**config.mk**
```make
export PLATFORM = sky130hd
export DESIGN_NAME = bf16_fma_wb_buffer
export DESIGN_NICKNAME = d
export VERILOG_FILES = /design/src/rtl/bf16_fma_wb_buffer.sv
export SDC_FILE = /design/constraint.sdc
export NUM_CORES = 1
export LEC_CHECK = 0
export ABC_AREA = 1
export CORE_MARGIN = 4
export CORE_UTILIZATION = 53
export CTS_BUF_LIST = sky130_fd_sc_hd__clkbuf_8 sky130_fd_sc_hd__clkbuf_16
export DETAILED_ROUTE_END_ITERATION = 16
export PLACE_DENSITY = 0.78
export SLEW_MARGIN = 5
export SYNTH_ARGS = -nofsm -noshare
export SYNTH_HDL_FRONTEND = slang
export SYNTH_SLANG_ARGS = --single-unit
```
**constraint.sdc**
```tcl
create_clock -name clk -period 2.8 [get_ports clk]
set_input_delay 0.56 -clock clk [delete_from_list [all_inputs] [get_ports clk]]
set_output_delay 0.56 -clock clk [all_outputs]
set_load 0.05 [all_outputs]
```
**src/rtl/bf16_fma_wb_buffer.sv**
```systemverilog
// bf16_fma_wb_buffer: writeback FIFO for bf16_fma results with sticky flags and drop counter; BF16_WB_NAN_CANON_EN canonicalises stored NaNs
module bf16_fma_wb_buffer #(
  parameter int DEPTH  = 4,
  parameter int DROP_W = 8
) (
  input  logic                     clk,
  input  logic                     reset,
  input  logic                     in_valid,
  input  logic [15:0]              in_result,
  input  logic                     in_invalid,
  input  logic                     in_overflow,
  input  logic                     in_underflow,
  input  logic                     in_inexact,
  output logic                     in_ready,
  output logic                     out_valid,
  output logic [15:0]              out_result,
  output logic [3:0]               out_flags,
  input  logic                     out_ready,
  output logic [3:0]               fflags,
  input  logic                     fflags_clr,
  output logic [$clog2(DEPTH):0]   count,
  output logic [DROP_W-1:0]        drop_cnt
);
  localparam int AW = $clog2(DEPTH);
  logic [19:0]   mem [DEPTH];
  logic [AW-1:0] wr_ptr, rd_ptr;
  logic [3:0]    in_flags;
  logic [15:0]   wr_result;
  logic          push, pop;
  assign in_flags  = {in_invalid, in_overflow, in_underflow, in_inexact};
`ifdef BF16_WB_NAN_CANON_EN
  assign wr_result = (in_result[14:7] == 8'hFF && in_result[6:0] != 7'd0) ? 16'h7FC0 : in_result;
`else
  assign wr_result = in_result;
`endif
  assign in_ready   = count != (AW+1)'(DEPTH);
  assign out_valid  = count != '0;
  assign push       = in_valid & in_ready;
  assign pop        = out_valid & out_ready;
  assign out_result = out_valid ? mem[rd_ptr][15:0] : 16'h0000;
  assign out_flags  = out_valid ? mem[rd_ptr][19:16] : 4'h0;
  always_ff @(posedge clk)
    if (push) mem[wr_ptr] <= {in_flags, wr_result};
  always_ff @(posedge clk) begin
    if (reset) begin
      wr_ptr   <= '0;
      rd_ptr   <= '0;
      count    <= '0;
      fflags   <= 4'h0;
      drop_cnt <= '0;
    end else begin
      wr_ptr   <= wr_ptr + AW'(push);
      rd_ptr   <= rd_ptr + AW'(pop);
      count    <= count + (AW+1)'(push) - (AW+1)'(pop);
      fflags   <= in_valid ? ((fflags_clr ? 4'h0 : fflags) | in_flags) : (fflags_clr ? 4'h0 : fflags);
      drop_cnt <= (in_valid && !in_ready && drop_cnt != '1) ? drop_cnt + 1'b1 : drop_cnt;
    end
  end
endmodule

```
==> summary by stage <==
Outcome
The run finished with clean final reports.

Clock network
Post-CTS repair changed the size of 0 cells. The hold-fix buffer count after cts is 0. At the later pin of the worst-skew pair, clock insertion delay measures 0.35 ns. The clock sink total is 99.

TritonCTS created 9 clock buffers. The root buffer cell is sky130_fd_sc_hd__clkbuf_8. The H-tree depth is 3.

The maximum clock insertion buffer count is 2. The post-CTS setup repair buffer count is 0. TritonCTS built the clock tree. After clock tree synthesis, the clock-pin slew on the worst setup and hold paths is 0.08 ns.

Placement
The global placement routability congestion is 0.8024. Detailed placement finished with a half-perimeter wire length of 4961 µm. OpenSTA, run right after detailed placement, puts the worst setup slack at 0.3138 ns. The quantity of I/O buffers inserted on ports is 61.

Synthesis
After synthesis, the mean cell area works out to 10.77 µm². The cell count after synthesis is 374. For this run, asynchronously set or reset flops after synthesis account for 0%. Synthesis inferred 99 register bits. In the synthesized netlist, the cells that appear most often are sky130_fd_sc_hd__nor2_1 (105), sky130_fd_sc_hd__edfxtp_1 (80), sky130_fd_sc_hd__o21ai_0 (39), sky130_fd_sc_hd__nand2_1 (36), sky130_fd_sc_hd__a21oi_1 (31). In this run, synthesis inferred 80 flip-flops with an integrated enable. After synthesis the cells add up to 4029 µm².

For this run, the number of Yosys warnings is 0. After synthesis, the netlist uses 26 different library cells. Among all cell types in the netlist, the one instantiated most often is sky130_fd_sc_hd__nor2_1.

The largest area contributor in the netlist is sky130_fd_sc_hd__edfxtp_1. The share of synthesized area in the top cell type comes to 59.63%. Synthesis produced a netlist with a net count of 403. Yosys attributes the largest share of cell area to sky130_fd_sc_hd__edfxtp_1 (60%), sky130_fd_sc_hd__nor2_1 (9.8%), sky130_fd_sc_hd__dfxtp_1 (9.4%). Of the synthesized area, sequential elements account for 69.07%.

The dominant synthesized flop cell is sky130_fd_sc_hd__edfxtp_1.

Die
The initial core utilization is 54.96%. The placeable core area is 7331 µm². Pin placement for this block handled 62 I/O pins. The floorplan has 31 rows. The die covers 9060 µm². The die extent in y is 95.19 µm. Measured along the x axis, the die boundary spans 95.19 µm.

STA
In this run the tightest slew margin relative to its limit is 60.39%. Setup repair after global routing left no endpoint under its margin. After layout, the worst path uses 84.33% of the clock period. The count of final hold-check violations is 0.

Clock skew on the completed layout was measured at 0.01287 ns. The max-slew violation total from the final report is 0. Setup violations remaining at the end of the flow were counted as 0. The transition time at the pin with the least slew margin is 0.5933 ns.

The time the worst path needs with I/O delays and setup is 2.361 ns. The maximum operating frequency is 423.5 MHz. The worst setup slack after layout is 0.4389 ns.

Setup path
The startpoint type of the worst setup path is a flip-flop. The startpoint of the worst-slack reg-to-reg timing path is count[1]$_SDFF_PP0_. By startpoint and endpoint, the worst setup path is classified as flip-flop to output port. The logic depth of the worst register-to-register path is 10. At the worst endpoint, the required time is 2.24 ns. The setup slack of the worst register-to-register path is 0.80 ns. The arrival time at the worst endpoint is 1.80 ns.

The most critical setup path has its endpoint at out_result[1]. The worst setup path is captured at an output port. Along the worst path, the maximum fanout reaches 42. In this run the critical register-to-register path is captured at count[2]$_SDFF_PP0_. The startpoint of the most critical setup path is rd_ptr[0]$_SDFF_PP0_.

Route
The routed via count divided by cell count is 5.190. The number of DRC violations after detailed routing is 0. The final antenna-violating net count is 0. In this run, the number of DRC markers left after iteration 0 of detailed routing was 211.

The average detailed-routed wire length per instance is 14.65 µm. The number of vias in the routed layout is 2813. Before antenna repair, the detailed router went through 4 iterations. The total detailed-routing wirelength is 7940 µm.

Power
The highest ir drop seen on vdd is 0.0007775 V. The analysis attributes to cell leakage a power of 1.770 nW. In this run the power density over the cells is 915.6 nW/µm².

Final layout
0 antenna diodes ended up in the layout. The area of the multi-input gates is 1102 µm². In the final layout, flip-flops and latches occupy 2783 µm². Of the cells placed in the final design, the portion with a size suffix greater than 1 is 12.19%. For this run, the share of the core covered by cells in the final layout is 66.55%. The final layout contains 467 nets. The filler cells instantiated in the layout total 544.

The growth of design area from synthesis to finish is 21.09%.

Global route
The pin count of the biggest net entering global routing is 43. After global routing the overflow that remains totals 0. The number of antenna violations at the first check in global routing was 0. The overall routing resource usage is 19.07%. The first global-routing pass estimated 13170 µm of wire.

For this run, global-route usage on met1 was measured as 24.27%. In this run the most used layer during global routing was met2. The global routing usage on met2 is 31.55%. The number of global-route vias before repair was 2798. The met3 capacity usage during global routing is 3.946%.

Job
The tool flagged a number of max-cap violations equal to 0.

Hold path
The worst hold path begins at fflags[3]$_SDFF_PP0_. The classification of the worst-slack hold path is flip-flop to flip-flop.
placed cells by master (no fill, tap or decap), types with 4 or more instances in the layout:
master                            count
sky130_fd_sc_hd__dfxtp_1             19
sky130_fd_sc_hd__nor2_1             105
sky130_fd_sc_hd__nand2_1             36
sky130_fd_sc_hd__clkdlybuf4s50_1     41
sky130_fd_sc_hd__a21oi_1             31
sky130_fd_sc_hd__nor3_2               4
sky130_fd_sc_hd__clkbuf_8             9
sky130_fd_sc_hd__buf_4               29
sky130_fd_sc_hd__o21ai_0             39
sky130_fd_sc_hd__nand3_1              5
sky130_fd_sc_hd__edfxtp_1            80
sky130_fd_sc_hd__inv_1               19
where the power goes:
part           internal (mW)  switching [mW]  leakage, nW
registers               1.76          0.0662        0.888
clock network          0.313           0.443       0.0894
logic                  0.531            1.35        0.792
total                   2.60            1.86         1.77
flip-flops by register name (all words and copies together) (netlist names):
register,count
fflags,4
drop_cnt,8
wr_ptr,2
rd_ptr,2
count,3
mem,80
metal layers:
metal	wire length, µm	share of wire [%]
met5	0	0
met4	63	0.79
met1	3334	42
met2	4085	51
met3	456	5.7
worst min path at each step:
| stage | end | slack, ns | depth (start not counted) |
|---|---|---|---|
| floorplan | wr_ptr[1]$_SDFF_PP0_ | 0.53 | 2 |
| global placement | fflags[0]$_SDFF_PP0_ | 0.46 | 2 |
| detailed placement | fflags[3]$_SDFF_PP0_ | 0.46 | 2 |
| CTS | fflags[3]$_SDFF_PP0_ | 0.47 | 2 |
| global route | fflags[2]$_SDFF_PP0_ | 0.50 | 2 |
| finish | fflags[3]$_SDFF_PP0_ | 0.47 | 2 |
final cells by class:
cell class	count	area share [%]
multi-input cells	236	22.60
clock buffers	9	2.539
well taps	99	2.539
inverters	22	1.693
repair buffers	70	12.88
flip-flops and latches	99	57.04
clock inverters	7	0.7181
cell families (layout without fill, tap and decap cells):
group / Yosys count / after routing / share of synthesized area, %
AO/OA/AOI/OAI: 73 / 73 / 9.068
XOR/XNOR: 3 / 3 / 0.6523
adder cells (fa/ha/maj): 4 / 4 / 1.429
buffers and inverters: 39 / 108 / 4.068
flip-flops: 99 / 99 / 69.07
AND/OR/NAND/NOR: 156 / 156 / 15.71
worst max-delay path, cell delays in order, from the launching register on:
cell and delay [ns]:
sky130_fd_sc_hd__dfxtp_1 0.34, sky130_fd_sc_hd__inv_2 0.45, sky130_fd_sc_hd__o21ai_0 0.20, sky130_fd_sc_hd__a21oi_1 0.23
sky130_fd_sc_hd__buf_4 0.23
stage by stage:
step                std cells  power [mW]  hold slack (ns)  area [µm²]  setup TNS [ns]
floorplan                 374       3.169           0.5283        4029          -36.18
global placement          526       3.717           0.4586        4720               0
detailed placement        526       3.748           0.4601        4720               0
CTS                       542       4.501           0.4726        4878               0
global route              542       4.721           0.5032        4878               0
finish                    542       4.467           0.4675        4878               0
Power figures use the tool's default switching activity.
